[src/rtl/serial_adder_pkg.sv]
// Shared types and constants for the bit-serial adder.
package serial_adder_pkg;

  localparam int unsigned SERIAL_ADDER_DEFAULT_WIDTH = 8;

  typedef enum logic [1:0] {
    StIdle,
    StShift,
    StDone
  } state_e;

endpackage

[src/rtl/serial_add_cell.sv]
// Combinational one-bit full adder used as the serial adder's datapath cell.
module serial_add_cell (
  input  logic a,
  input  logic b,
  input  logic cin,
  output logic s,
  output logic c
);

  assign s = a ^ b ^ cin;
  assign c = (a & b) | (a & cin) | (b & cin);

endmodule

[src/rtl/serial_adder.sv]
// Bit-serial adder: {cout, sum} = a + b + cin, LSB-first over WIDTH cycles.
// Define SERIAL_ADDER_OVF_EN to add the registered signed-overflow output ovf.
module serial_adder
  import serial_adder_pkg::*;
#(
  parameter int unsigned WIDTH = SERIAL_ADDER_DEFAULT_WIDTH
) (
  input  logic             clk,
  input  logic             reset,
  input  logic             start,
  input  logic [WIDTH-1:0] a,
  input  logic [WIDTH-1:0] b,
  input  logic             cin,
  output logic             busy,
  output logic             done,
  output logic [WIDTH-1:0] sum,
`ifdef SERIAL_ADDER_OVF_EN
  output logic             cout,
  output logic             ovf
`else
  output logic             cout
`endif
);

  localparam int unsigned CntW = (WIDTH > 1) ? $clog2(WIDTH) : 1;

  state_e           state_q, state_d;
  logic [WIDTH-1:0] sa_q, sa_d;
  logic [WIDTH-1:0] sb_q, sb_d;
  logic [WIDTH-1:0] ps_q, ps_d;
  logic [WIDTH-1:0] sum_q, sum_d;
  logic             carry_q, carry_d;
  logic             cout_q, cout_d;
  logic [CntW-1:0]  cnt_q, cnt_d;
  logic             bit_s, bit_c;
  logic             last;
`ifdef SERIAL_ADDER_OVF_EN
  logic             ovf_q, ovf_d;
`endif

  serial_add_cell u_cell (
    .a   (sa_q[0]),
    .b   (sb_q[0]),
    .cin (carry_q),
    .s   (bit_s),
    .c   (bit_c)
  );

  assign last = (cnt_q == CntW'(WIDTH - 1));

  always_comb begin
    state_d = state_q;
    sa_d    = sa_q;
    sb_d    = sb_q;
    ps_d    = ps_q;
    sum_d   = sum_q;
    carry_d = carry_q;
    cout_d  = cout_q;
    cnt_d   = cnt_q;
`ifdef SERIAL_ADDER_OVF_EN
    ovf_d   = ovf_q;
`endif
    unique case (state_q)
      StIdle, StDone: begin
        if (start) begin
          sa_d    = a;
          sb_d    = b;
          carry_d = cin;
          ps_d    = '0;
          cnt_d   = '0;
          state_d = StShift;
        end else if (state_q == StDone) begin
          state_d = StIdle;
        end
      end
      StShift: begin
        sa_d            = sa_q >> 1;
        sb_d            = sb_q >> 1;
        ps_d            = ps_q >> 1;
        ps_d[WIDTH-1]   = bit_s;
        carry_d         = bit_c;
        cnt_d           = cnt_q + CntW'(1);
        if (last) begin
          // Result takes the partial sum including the bit produced this cycle.
          sum_d   = ps_d;
          cout_d  = bit_c;
`ifdef SERIAL_ADDER_OVF_EN
          ovf_d   = carry_q ^ bit_c;
`endif
          state_d = StDone;
        end
      end
      default: state_d = StIdle;
    endcase
  end

  always_ff @(posedge clk or posedge reset) begin
    if (reset) begin
      state_q <= StIdle;
      sa_q    <= '0;
      sb_q    <= '0;
      ps_q    <= '0;
      sum_q   <= '0;
      carry_q <= 1'b0;
      cout_q  <= 1'b0;
      cnt_q   <= '0;
`ifdef SERIAL_ADDER_OVF_EN
      ovf_q   <= 1'b0;
`endif
    end else begin
      state_q <= state_d;
      sa_q    <= sa_d;
      sb_q    <= sb_d;
      ps_q    <= ps_d;
      sum_q   <= sum_d;
      carry_q <= carry_d;
      cout_q  <= cout_d;
      cnt_q   <= cnt_d;
`ifdef SERIAL_ADDER_OVF_EN
      ovf_q   <= ovf_d;
`endif
    end
  end

  assign busy = (state_q == StShift);
  assign done = (state_q == StDone);
  assign sum  = sum_q;
  assign cout = cout_q;
`ifdef SERIAL_ADDER_OVF_EN
  assign ovf  = ovf_q;
`endif

endmodule

[config.mk]
export PLATFORM = sky130hd
export DESIGN_NAME = serial_adder
export DESIGN_NICKNAME = d
export VERILOG_FILES = /design/src/rtl/serial_adder_pkg.sv /design/src/rtl/serial_add_cell.sv /design/src/rtl/serial_adder.sv
export SDC_FILE = /design/constraint.sdc
export NUM_CORES = 1
export LEC_CHECK = 0
export BUFFER_PORTS_ARGS = -buffer_cell sky130_fd_sc_hd__buf_2
export CELL_PAD_IN_SITES_DETAIL_PLACEMENT = 1
export CELL_PAD_IN_SITES_GLOBAL_PLACEMENT = 1
export CORE_UTILIZATION = 46
export CTS_BUF_LIST = sky130_fd_sc_hd__clkbuf_16
export DETAILED_ROUTE_END_ITERATION = 12
export PLACE_DENSITY = 0.89
export SETUP_SLACK_MARGIN = 0.2
export SLEW_MARGIN = 15
export SYNTH_ARGS = -nofsm -noshare
export SYNTH_HDL_FRONTEND = slang
export SYNTH_HIERARCHICAL = 1
export SYNTH_SLANG_ARGS = --single-unit
[constraint.sdc]
create_clock -name clk -period 3.21 [get_ports clk]
set_input_delay 0.4815 -clock clk [delete_from_list [all_inputs] [get_ports clk]]
set_output_delay 0.4815 -clock clk [all_outputs]
set_load 0.005 [all_outputs]
# ---- Word-level counts from Yosys, hierarchy flattened
# Index checks and enable logic that the tools add are counted.
dict set report word_totals {
  register_bits 39
  out_inout_bits 11
}
dict set report classes {
  add_sub_neg 1
  eq_ne 6
  n_mux 14
  bitwise 7
  reduce_logical 6
}
# operator count
set ops {}
lappend ops {{8-bit case mux with 2 select lines} 3}
lappend ops {{8-bit 2-to-1 mux} 3}
lappend ops {{2-bit 2-to-1 mux} 3}
lappend ops {{3-bit case mux with 2 select lines} 1}
lappend ops {{2-bit AND reduction} 3}
lappend ops {{2-bit case mux with 2 select lines} 1}
lappend ops {{3-bit by 1-bit adder with 3-bit output, second input constant} 1}
lappend ops {{1-bit AND} 3}
lappend ops {{3-bit == test, second input constant} 1}
lappend ops {{3-bit 2-to-1 mux} 1}
lappend ops {{3-bit inequality test, second input constant} 1}
lappend ops {{2-bit by 1-bit == test with 1-bit output, second input constant} 1}
lappend ops {{2-bit == test, second input constant} 1}
lappend ops {{2-bit zero test} 1}
lappend ops {{2-bit by 1-bit inequality test with 1-bit output, second input constant} 1}
lappend ops {{2-bit inequality test, second input constant} 1}
lappend ops {{1-bit OR} 2}
lappend ops {{1-bit case mux with 2 select lines} 1}
lappend ops {{2-bit nonzero test} 1}
lappend ops {{2-bit OR reduction} 1}
lappend ops {{1-bit bitwise XOR} 2}
lappend ops {{1-bit 2-to-1 mux} 1}

# ---- Depth between registers and ports, before layout
dict set report logic_depth {
  ltp_word 4
  ltp_mapped 6
  depth_no_buf 4
}

# ---- Cells and area by module
# The synthesis kept the hierarchy.
# mod n_inst cells_per_inst area_each_um2
set by_module_without_submodules {}
lappend by_module_without_submodules {serial_adder 1 133 1619.1}
lappend by_module_without_submodules {serial_add_cell 1 1 20.0}

# ---- Worst setup path after synthesis
# Ideal clock, no wire load.
dict set report synth_timing {
  path_type {input port to flip-flop}
  from {input port start}
  to {register sa_q[6]}
  arrival_time_ns 1.346
  required_time_ns 3.084
  setup_slack_ns 1.738
  stages 5
  path_buffers 2
  cell_sequence {buf_2 nand2b_1 and2_4 buf_6 a221o_1}
}
dict set report synth_between {
  elab_chain_len 2
}
# element line
set synth_rtl {}
lappend synth_rtl {{start: declaration} serial_adder.sv:10} ;# input logic start,
lappend synth_rtl {{2-bit inequality test (no source line)} -}
lappend synth_rtl {{2-bit AND reduction (no source line)} -}
lappend synth_rtl {{end signal: assignment} serial_adder.sv:100} ;# sa_q <= '0;
lappend synth_rtl {{end signal: assignment} serial_adder.sv:112} ;# sa_q <= sa_d;
lappend synth_rtl {{end: declaration} serial_adder.sv:28} ;# logic [WIDTH-1:0] sa_q, sa_d;
# Every way passes these cells.
# A chain may end at the register's enable or synchronous reset.

# ---- Worst setup path after layout
dict set report layout_timing {
  from {register state_q[0]}
  to {output port busy}
}
dict set report layout_between {
  elab_chain_len 1
}
# element line
set layout_rtl {}
lappend layout_rtl {{start: declaration} serial_adder.sv:27} ;# state_e state_q, state_d;
lappend layout_rtl {{start signal: assignment} serial_adder.sv:99} ;# state_q <= StIdle;
lappend layout_rtl {{start signal: assignment} serial_adder.sv:111} ;# state_q <= state_d;
lappend layout_rtl {{2-bit by 1-bit == test with 1-bit output} serial_adder.sv:125} ;# assign busy = (state_q == StShift);
lappend layout_rtl {{end: declaration} serial_adder.sv:14} ;# output logic busy,
# Every way passes these cells.

==> load_flow_metrics.sql <==
INSERT INTO impl_metrics (metric_group, metric, value, unit) VALUES
('critical_path', 'critPathLaunchType', 'register', ''),
('clock_network', 'clkLatencyLatePin', '0.28', 'ns'),
('pwr', 'switching_fraction_of_total_power', '0.339', ''),
('layout', 'multi_input_area', '572', 'um^2'),
('placed_design', 'buffer_ports.inserted', '30', ''),
('outcome', 'run_status', 'complete, no violations', ''),
('grt', 'grt_usage', '0.222', ''),
('layout', 'design_area', '1960', 'um^2'),
('layout', 'area_delta_synth_final', '19.7', '%'),
('critical_path', 'timing.critical_path.required', '2.73', 'ns'),
('min_path', 'hold_path.class', 'in -> async', ''),
('logic_synthesis', 'ys.warnings.count', '6', ''),
('detailed_routing', 'wire_per_inst', '17.4', 'um'),
('pwr', 'vdd_ir_max', '0.478', 'mV'),
('clock_network', 'post_cts.resized_instances', '0', ''),
('sta', 'grt_setup_unrepaired', 'no', ''),
('flow_run', 'timing.max_cap.violations', '0', ''),
('logic_synthesis', 'syn_area_per_cell', '12.2', 'um^2'),
('sta', 'setup_total_negative_slack', '0', 'ns'),
('critical_path', 'cp-end-kind', 'output pin', ''),
('sta', 'final.min_clock_period', '1.96', 'ns'),
('clock_network', 'post_cts_hold_buffer_count', '0', ''),
('sta', 'finalHoldViolations', '0', ''),
('logic_synthesis', 'yosys.cell_types.count', '26', ''),
('critical_path', 'critPathKind', 'reg -> out', ''),
('layout', 'instances_no_fill', '211', ''),
('pwr', 'clkPwrFrac', '0.259', ''),
('placed_design', 'dp.cells', '203', ''),
('clock_network', 'cts_tree', 'built', ''),
('layout', 'post_route_cells_drive_above_1_share', '0.303', ''),
('critical_path', 'cp_max_fo', '17', ''),
('layout', 'sequential_cell_area', '951', 'um^2'),
('layout', 'fillCellCount', '378', ''),
('pwr', 'internal-power', '0.00140', 'W'),
('grt', 'maximum_number_of_pins_on_one_net_before_global_route_repair', '39', ''),
('placed_design', 'globalplace.congestion', '0.723', ''),
('detailed_routing', 'detailedRoute.firstIterationViolations', '35', ''),
('logic_synthesis', 'yosys.area.top_type_share', '0.580', ''),
('sta', 'slew-limit-headroom', '0.620', ''),
('grt', 'grt_overflow_total', '0', ''),
('layout', 'final_net_count', '187', ''),
('clock_network', 'cts.sink_count', '38', ''),
('placed_design', 'placed_area', '1800', 'um^2'),
('sta', 'fmax', '0.509', 'GHz'),
('logic_synthesis', 'netlist_area_before_placement', '1640', 'um^2'),
('sta', 'period_utilization_post_route', '0.612', ''),
('sta', 'timing_max_transition_violations_final', '0', ''),
('clock_network', 'cts.root.buffer_cell', 'sky130_fd_sc_hd__clkbuf_16', ''),
('detailed_routing', 'dr_total_vias', '1151', ''),
('detailed_routing', 'drt-pass1-iter-count', '4', ''),
('detailed_routing', 'remaining_drc_errors', '0', ''),
('sta', 'worst_clock_skew', '0.00690', 'ns'),
('floorplan', 'die_height', '61.7', 'um'),
('pwr', 'power.sequential.fraction', '0.412', ''),
('clock_network', 'clkTransAtPathRegs', '0.06', 'ns'),
('floorplan', 'fp.coreArea', '3360', 'um^2'),
('logic_synthesis', 'yosysTopAreaCell', 'sky130_fd_sc_hd__dfrtp_1', ''),
('grt', 'grt_first_pass_wirelength', '5860', 'um'),
('detailed_routing', 'viasPerCell', '5.45', ''),
('grt', 'grt_antenna_before_repair', '0', ''),
('pwr', 'fin_total_pwr', '0.00212', 'W'),
('clock_network', 'ctsHtreeMaxLevel', '2', ''),
('clock_network', 'numCtsBuffers', '5', ''),
('layout', 'number_of_antenna_diodes', '0', ''),
('grt', 'first_global_vias', '1156', ''),
('sta', 'worstMarginPinSlew', '0.571', 'ns'),
('critical_path', 'critPathArrivalTime', '1.48', 'ns'),
('floorplan', 'area_of_the_die', '3810', 'um^2'),
('logic_synthesis', 'synthCells', '134', ''),
('pwr', 'static-leakage-power', '0.993', 'nW'),
('logic_synthesis', 'yosys-top-cells-area', 'sky130_fd_sc_hd__dfrtp_1 58%, sky130_fd_sc_hd__mux2_2 4.8%, sky130_fd_sc_hd__o22ai_1 4.6%', '');
## layer usage
metal,GRT usage,wire [um],vias to the layer above
met5,0,0,-
met4,0.0889,55,0
met3,0.0518,125,5
met2,0.359,1880,27
met1,0.291,1620,584
li1,-,-,535
## synthesized netlist by cell type
library cell / number
sky130_fd_sc_hd__a22o_1: 8
sky130_fd_sc_hd__dfrtp_1: 38
sky130_fd_sc_hd__mux2_2: 7
sky130_fd_sc_hd__nand2_1: 1
sky130_fd_sc_hd__clkbuf_1: 1
sky130_fd_sc_hd__o22ai_1: 12
sky130_fd_sc_hd__nand2b_4: 1
sky130_fd_sc_hd__buf_2: 4
sky130_fd_sc_hd__o21ai_0: 5
sky130_fd_sc_hd__a221o_1: 2
sky130_fd_sc_hd__fa_1: 1
sky130_fd_sc_hd__mux2_1: 5
sky130_fd_sc_hd__inv_4: 1
sky130_fd_sc_hd__nand3_1: 3
sky130_fd_sc_hd__nor2_1: 1
sky130_fd_sc_hd__nand2_4: 1
sky130_fd_sc_hd__a21oi_1: 13
sky130_fd_sc_hd__ha_1: 2
sky130_fd_sc_hd__buf_6: 3
sky130_fd_sc_hd__inv_1: 14
sky130_fd_sc_hd__mux2i_1: 3
sky130_fd_sc_hd__and2_4: 1
sky130_fd_sc_hd__a211oi_1: 1
sky130_fd_sc_hd__nor2b_1: 2
sky130_fd_sc_hd__and3b_1: 2
sky130_fd_sc_hd__nand2b_1: 2
## power by group through the flow
stage / combinational, W / clock (W) / sequential (W)
after floorplan: 0.000557 / 0 / 0.000814
after global placement: 0.000636 / 0 / 0.000852
after detailed placement: 0.000689 / 0 / 0.000873
after CTS: 0.000709 / 0.000552 / 0.000873
after global routing: 0.000786 / 0.000573 / 0.000901
final: 0.000696 / 0.000549 / 0.000872
## stage by stage
| stage | hold slack [ns] | setup WS, ns |
|---|---|---|
| global route | 0.373 | 1.15 |
| CTS | 0.321 | 1.25 |
| floorplan | 0.459 | 1.74 |
| finish | 0.308 | 1.25 |
| detailed placement | 0.478 | 1.35 |
| global placement | 0.468 | 1.46 |
## flip-flops by register name, indices dropped and copies added, names as in the netlist
name and cells:
ps_q 7, sb_q 8, sa_q 8, carry_q 1
cnt_q 3, sum 8, cout 1, state_q 2
## layout by cell type, fill, tap and decap left out, drive strengths merged, types with 2 or more instances in the layout
cell    instances
dfrtp          38
buf            31
inv            15
a21oi          13
o22ai          12
mux2           12
a22o            8
o21ai           5
clkbuf          5
nand3           3
mux2i           3
nand2b          3
and3b           2
a221o           2
nor2b           2
ha              2
clkinv          2
nand2           2
## layout make-up
| cell class | count | share of cell area |
|---|---|---|
| flip-flops and latches | 38 | 0.485 |
| multi-input cells | 73 | 0.291 |
| repair buffers | 31 | 0.0804 |
| clock buffers | 5 | 0.0638 |
| inverters | 15 | 0.0300 |
| well taps | 46 | 0.0293 |
| clock inverters | 3 | 0.0204 |
## final timing paths
check | start | endpoint | slack [ns] | cells past startpoint
max | state_q[0] | busy | 1.25 | 3
min in group clk | a[2] | sa_q[2] | 0.48 | 3
min reg2reg | cout | cout | 0.49 | 1
max in group asynchronous | reset | carry_q | 2.57 | 3
max reg2reg | state_q[0] | sb_q[6] | 1.35 | 3
min | reset | ps_q[2] | 0.31 | 3
## worst max-delay path, cell delays in order, from the launching register on
cell and delay (ns):
sky130_fd_sc_hd__dfrtp_1 0.65, sky130_fd_sc_hd__nand2b_4 0.23, sky130_fd_sc_hd__inv_4 0.19, sky130_fd_sc_hd__buf_2 0.14
## cells by family (layout without fill, tap and decap cells)
| kind of cell | count (synthesis) | after routing | synth area share |
|---|---|---|---|
| AO/OA/AOI/OAI | 41 | 41 | 0.160 |
| buffers and inverters | 23 | 54 | 0.0710 |
| adder cells (fa/ha/maj) | 3 | 3 | 0.0275 |
| AND/OR/NAND/NOR | 14 | 14 | 0.0603 |
| multiplexers | 15 | 15 | 0.101 |
| flip-flops | 38 | 38 | 0.580 |
(Power assumes the default switching activity.)
